===== src/rtl/mode_key_ctrl.sv =====
// mode_key_ctrl: debounced key front end and OFFLINE/ONLINE/SET mode FSM with timed SET sessions
module mode_key_ctrl #(
    parameter logic [19:0] DEBOUNCE_CYCLES = 20'd500000,
    parameter logic [31:0] TIMEOUT_CYCLES  = 32'd500000000
) (
    input  logic       clk,
    input  logic       rst,
    input  logic       key_online,
    input  logic       key_set,
    output logic       online,
    output logic       set,
    output logic [1:0] set_sel,
    output logic       set_commit,
    output logic       set_abort
);
    typedef enum logic [1:0] {ST_OFFLINE, ST_ONLINE, ST_SET} state_t;

    // Bit 0 carries key_online, bit 1 carries key_set throughout the conditioning path.
    logic [1:0]  sync1_q, sync1_d, sync2_q, sync2_d;
    logic [1:0]  stable_q, stable_d, stable_prev_q, stable_prev_d;
    logic [19:0] cnt_q [2];
    logic [19:0] cnt_d [2];
    logic [1:0]  press;
    logic        po, ps;

    state_t      state_q, state_d;
    logic [1:0]  sel_q, sel_d;
    logic [31:0] tmo_q, tmo_d;
    logic        commit_q, commit_d, abort_q, abort_d;

    // Synchronise both keys and accept a level only after it has held for DEBOUNCE_CYCLES.
    always_comb begin
        sync1_d       = {key_set, key_online};
        sync2_d       = sync1_q;
        stable_prev_d = stable_q;
        stable_d      = stable_q;
        for (int k = 0; k < 2; k++) begin
            cnt_d[k] = '0;
            if (sync2_q[k] != stable_q[k]) begin
                if (cnt_q[k] + 20'd1 == DEBOUNCE_CYCLES)
                    stable_d[k] = sync2_q[k];
                else
                    cnt_d[k] = cnt_q[k] + 20'd1;
            end
        end
    end

    assign press = stable_q & ~stable_prev_q;
    assign po    = press[0];
    assign ps    = press[1];

    // Mode transitions; simultaneous presses freeze everything, including the timeout count.
    always_comb begin
        state_d  = state_q;
        sel_d    = sel_q;
        tmo_d    = tmo_q;
        commit_d = 1'b0;
        abort_d  = 1'b0;
        case (state_q)
            ST_OFFLINE: begin
                if (po && !ps) begin
                    state_d = ST_ONLINE;
                end else if (ps && !po) begin
                    state_d = ST_SET;
                    sel_d   = 2'd0;
                    tmo_d   = '0;
                end
            end
            ST_ONLINE: begin
                if (po && !ps)
                    state_d = ST_OFFLINE;
            end
            ST_SET: begin
                if (!(po && ps)) begin
                    if (po) begin
                        state_d = ST_OFFLINE;
                        sel_d   = 2'd0;
                        tmo_d   = '0;
                        abort_d = 1'b1;
                    end else if (ps) begin
                        tmo_d = '0;
                        if (sel_q == 2'd2) begin
                            state_d  = ST_OFFLINE;
                            sel_d    = 2'd0;
                            commit_d = 1'b1;
                        end else begin
                            sel_d = sel_q + 2'd1;
                        end
                    end else if (tmo_q == TIMEOUT_CYCLES - 32'd1) begin
                        state_d = ST_OFFLINE;
                        sel_d   = 2'd0;
                        tmo_d   = '0;
                        abort_d = 1'b1;
                    end else begin
                        tmo_d = tmo_q + 32'd1;
                    end
                end
            end
            default: begin
                state_d = ST_OFFLINE;
                sel_d   = 2'd0;
                tmo_d   = '0;
            end
        endcase
    end

    // All state registers; reset discards any in-flight debounce or session.
    always_ff @(posedge clk or posedge rst) begin
        if (rst) begin
            sync1_q       <= '0;
            sync2_q       <= '0;
            stable_q      <= '0;
            stable_prev_q <= '0;
            cnt_q         <= '{default: '0};
            state_q       <= ST_OFFLINE;
            sel_q         <= 2'd0;
            tmo_q         <= '0;
            commit_q      <= 1'b0;
            abort_q       <= 1'b0;
        end else begin
            sync1_q       <= sync1_d;
            sync2_q       <= sync2_d;
            stable_q      <= stable_d;
            stable_prev_q <= stable_prev_d;
            cnt_q         <= cnt_d;
            state_q       <= state_d;
            sel_q         <= sel_d;
            tmo_q         <= tmo_d;
            commit_q      <= commit_d;
            abort_q       <= abort_d;
        end
    end

    assign online     = (state_q == ST_ONLINE);
    assign set        = (state_q == ST_SET);
    assign set_sel    = sel_q;
    assign set_commit = commit_q;
    assign set_abort  = abort_q;
endmodule


===== config.mk =====
export PLATFORM = sky130hd
export DESIGN_NAME = mode_key_ctrl
export DESIGN_NICKNAME = d
export VERILOG_FILES = /design/src/rtl/mode_key_ctrl.sv
export SDC_FILE = /design/constraint.sdc
export NUM_CORES = 1
export LEC_CHECK = 0
export ABC_AREA = 1
export BUFFER_PORTS_ARGS = -buffer_cell sky130_fd_sc_hd__buf_2
export CAP_MARGIN = 30
export CORE_AREA = 2 2 67 132
export DETAILED_ROUTE_END_ITERATION = 10
export DIE_AREA = 0 0 69 134
export PLACE_DENSITY_LB_ADDON = 0.08
export SYNTH_ARGS = -nofsm -noshare
export SYNTH_HDL_FRONTEND = slang
export SYNTH_SLANG_ARGS = --single-unit
export TNS_END_PERCENT = 1

===== constraint.sdc =====
create_clock -name clk -period 3.84 [get_ports clk]
set_clock_uncertainty 0.2 [all_clocks]
set_input_delay 0.768 -clock clk [delete_from_list [all_inputs] [get_ports clk]]
set_output_delay 0.768 -clock clk [all_outputs]
set_load 0.01 [all_outputs]

# == Word-level counts from Yosys, hierarchy flattened ==
# Cells that the tools add are included.
# op_classes
add_sub_neg,4
n_mux,37
n_bitwise,3
reduce_logical,11
n_eq_ne,15
# op_table
operator,count
$mux 32,6
$pmux 32 s3,1
$mux 20,4
$add 20x1->20 const B,2
$eq 20x19->1 const B,2
$add 32x1->32 const B,1
$eq 32x29->1 const B,1
$mux 2,14
$pmux 2 s3,2
$mux 1,10
$reduce_and 5->1,2
$ne 2x2->1 const B,3
$eq 2x2->1 const B,2
$ne 4x1->1 const B,1
$ne 4x3->1 const B,1
$reduce_and 2->1,2
$reduce_and 4->1,1
$logic_and 1x1->1,3
$ne 3x3->1 const B,1
$add 2x1->2 const B,1
$and 2x2->2,1
$eq 2x1->1 const B,1
$logic_not 1->1,2
$logic_not 2->1,1
4 further kinds,5
# totals
out_inout_bits,6
in_bits,4
word_cells,82
regBits,86

# == Depth between registers and ports, before layout ==
# depth
depth_word,7
ltp_mapped,14
ltp_nobuf,14

# == Worst setup path before layout ==
# OpenSTA, ideal clock, no wires.
# synth_timing
path_type,reg-to-reg
from,"register stable_q[1], in the netlist stable_prev_d[1]"
to,register tmo_q[16]
required_ps,3523
setup_slack_ps,1626
n_path_buf,0
path_stages_with_launch,14
period_less_slack_ps,2214
setup_time_ps,117
arrival_time_ps,1897
cell_sequence,dfrtp_1 > inv_1 > nor2_1 > inv_1 > ha_1 > nand2_1 > nand2_2 > nor2_8 > nand3_4 > or2_1 > nor2_2 > nand2_1 > nand2_1 > nor2_1
# synth_between
elab_chain_len,5
word_cells_on_any_way,13
cone_classes,3 x eq/ne; 4 x mux; 1 x bitwise; 5 x reduce/logical
# synth_rtl
element,line,rtl
"start, declared",20,"logic [1:0] stable_q, stable_d, stable_prev_q, stable_prev_d;"
"start signal, assigned",123,stable_q <= stable_d;
$and 2x2->2 *,48,assign press = stable_q & ~stable_prev_q;
$mux 32 / $logic_not 1->1 (equally long branches),"80, 61",
$mux 32 / $logic_and 1x1->1 (equally long branches),"75, 61",
$mux 32 / $ne 2x2->1 (equally long branches),n/a,
$pmux 32 s3 / $reduce_and 4->1 (equally long branches),n/a,
"end signal, assigned",128,tmo_q <= tmo_d;
"end, declared",28,"logic [31:0] tmo_q, tmo_d;"
# Every way passes the cells marked *; elsewhere a longest branch is shown, timed or not. The select of a mux whose other input is x is not followed.
# A chain may end at the register's enable or synchronous reset.

# == Final worst setup path ==
# layout_timing
from,"register stable_q[1], in the netlist stable_prev_d[1]"
to,register tmo_q[28]
# Same word-level chain as after synthesis.

==> flow_metrics.py <==
metrics = {
    "die": {
        "core_mm2": 0.00823,
        "die_w_um": 69,
        "rows": 47,
        "initial_core_util": 0.610,
        "die_y_um": 134,
        "io_pins": 10,
        "die_area_mm2": 0.00925,
    },
    "worst_setup_path": {
        "r2r-end": "tmo_q[28]",
        "r2r_setup_slack_ns": 1.23,
        "cp_data_arrival_time_ns": 2.69,
        "end_kind": "register",
        "crit_end": "tmo_q[28]",
        "crit_fanout": 19,
        "critPathKind": "register to register",
        "start_kind": "register",
        "cp-startpoint": "stable_prev_d[1]",
        "worstPathRequired_ns": 3.92,
        "rr_worst_depth": 13,
        "r2r_start": "stable_prev_d[1]",
    },
    "routing": {
        "drt-initial-drc-count": 240,
        "vias": 4369,
        "wl_per_cell_um": 14.2,
        "wirelength_mm": 11.6,
        "vias_per_cell": 5.37,
        "firstDrtPassIters": 5,
        "remaining_drc_errors": 0,
        "final_antenna_net_count": 0,
    },
    "power_and_ir_drop": {
        "p_leak_nw": 2.52,
        "max-vdd-ir-drop_uv": 268,
        "powerDensity_mw_per_mm2": 332,
    },
    "finish": {
        "seq_area_mm2": 0.00215,
        "layout_common_cells": "nand2_1, nor2_1, inv_1",
        "nNetsFinal": 723,
        "drive_gt1_frac": 0.0894,
        "areaGrowthSynthToFinish_pct": 9.37,
        "final_core_util": 0.667,
        "fill_cells": 735,
        "design_area_mm2": 0.00549,
        "layout_commonest_cell": "nand2_1",
        "multiInputGateArea_mm2": 0.00245,
        "n_antenna_cell": 0,
    },
    "yosys": {
        "synth_nets": 705,
        "ys_seq_elements": 86,
        "ys_seq_area_frac": 0.429,
        "syn-instance-count": 693,
        "syn_area_mm2": 0.00502,
        "synth_cell_types": 38,
        "yosysWarnings": 0,
        "synth.avg_cell_area_um2": 7.25,
    },
    "timing": {
        "setup_viol": 0,
        "timing.slew.headroom": 0.688,
        "fin_crit_ns": 2.61,
        "max_freq_ghz": 0.383,
        "rsz0062_at_grt": "false",
        "setup-tns-final_ns": 0,
        "hold_viol_final": 0,
        "slew_viol_final": 0,
        "worst_pin_slew_ns": 0.464,
        "min_period_over_period": 0.680,
    },
    "global_route": {
        "antenna_found_initial": 0,
        "grt_usage": 0.268,
        "grt_pass1_vias": 4497,
        "grt_max_degree": 56,
        "grt_pass1_wl_mm": 19.8,
        "grt_overflow": 0,
    },
    "clock_tree": {
        "cts_made_buffers": 9,
        "cts_tree": "done",
        "cts-hold-fix-buffers": 0,
        "ctsRootBufferMaster": "clkbuf_16",
        "clkLatencyLatePin_ns": 0.35,
        "cts.clk_slew.worst_paths_ns": 0.07,
        "cts_resized": 0,
        "cts.sinks": 86,
        "post_cts_buffers": 0,
        "htreeDepth": 3,
        "cts.path.max_buffers": 2,
    },
    "run_status": {
        "status": "finished clean",
    },
    "placed_design": {
        "port_buffers": 9,
        "gp_congestion": 0.940,
        "dpl_cell_area_mm2": 0.00518,
        "dpl.hpwl_mm": 8.75,
    },
    "min_path": {
        "hold_class": "input port to async pin",
    },
    "job": {
        "drv_cap": 0,
    },
}
-- stage by stage --
stage / hold WS (ns) / cells / setup WS (ns) / power, mW
final: 0.119 / 814 / 1.23 / 1.82
after floorplan: 0.131 / 693 / 0.650 / 0.965
after global placement: 0.136 / 797 / 1.38 / 0.978
after CTS: 0.149 / 813 / 1.24 / 1.84
after detailed placement: 0.135 / 797 / 1.26 / 0.980
after global routing: 0.137 / 814 / 0.991 / 1.87
-- flip-flops by register name (all words and copies together), names as in the netlist --
register	cells
sync1_q	2
cnt_q	40
tmo_q	32
stable_prev_d	2
set_abort	1
set_commit	1
set_sel	2
state_q	2
sync2_q	2
stable_prev_q	2
-- layer usage --
layer | up-vias | GRT usage | routed length [um]
met2 | 90 | 0.526 | 6670
met1 | 2055 | 0.263 | 4150
met4 | 0 | 0.139 | 467
li1 | 2187 | - | -
met3 | 37 | 0.0391 | 276
met5 | - | 0 | 0
-- area by class of cell --
class / instances / share of cell area
sequential: 86 / 0.392
tap: 98 / 0.0223
inverter: 105 / 0.0725
timing repair buffer: 12 / 0.0146
clock inverter: 6 / 0.00957
multi-input combinational: 497 / 0.446
clock buffer: 10 / 0.0435
-- cells in the mapped netlist (all sizes together) --
cell | instances | share of area
a221oi | 1 | 0.0017
nor2 | 150 | 0.12
xnor2 | 5 | 0.0087
a211oi | 1 | 0.0015
dfrtp | 86 | 0.43
nand4 | 21 | 0.027
a31o | 1 | 0.0017
ha | 8 | 0.020
clkbuf | 2 | 0.0015
and2 | 1 | 0.0012
nor3 | 20 | 0.025
inv | 105 | 0.079
a21oi | 12 | 0.012
nand2 | 190 | 0.15
nor3b | 2 | 0.0030
buf | 3 | 0.0035
or2 | 2 | 0.0025
nand3b | 4 | 0.0060
nor4 | 3 | 0.0037
nand3 | 35 | 0.040
o21ai | 16 | 0.016
xor2 | 23 | 0.040
o21bai | 2 | 0.0030
-- critical path, cell delays in order (launching register included) --
cell and delay (ns):
dfrtp_1 0.40, inv_1 0.05, nor2_1 0.22, inv_1 0.17, ha_1 0.27, nand2_1 0.12
nand2_2 0.10, nor2_8 0.28, nand3_1 0.14, nor2_2 0.20, nand4_1 0.16, nand2_1 0.10
nand2_1 0.05, nor2_1 0.09
-- cells by family after synthesis --
family,share of synthesized area
simple gates,0.383
buf+inv,0.0840
flops,0.429
compound gates,0.0359
xor+xnor,0.0488
fa+ha+maj,0.0199
-- where the power goes --
| group | internal (mW) | total [mW] | switching (mW) |
|---|---|---|---|
| Combinational | 0.0110 | 0.0437 | 0.0328 |
| Sequential | 0.913 | 0.920 | 0.00723 |
| Clock | 0.467 | 0.857 | 0.390 |
-- worst min-delay path by stage --
stage	from	endpoint	slack [ns]	cells past startpoint
floorplan	sync1_q[0]	sync2_q[0]	0.13	0
global placement	sync1_q[0]	sync2_q[0]	0.14	0
detailed placement	sync1_q[0]	sync2_q[0]	0.13	0
CTS	sync1_q[0]	sync2_q[0]	0.15	0
global route	rst	cnt_q[10]	0.14	2
finish	rst	cnt_q[10]	0.12	2
No activity file was read; power rests on OpenSTA's default activity.
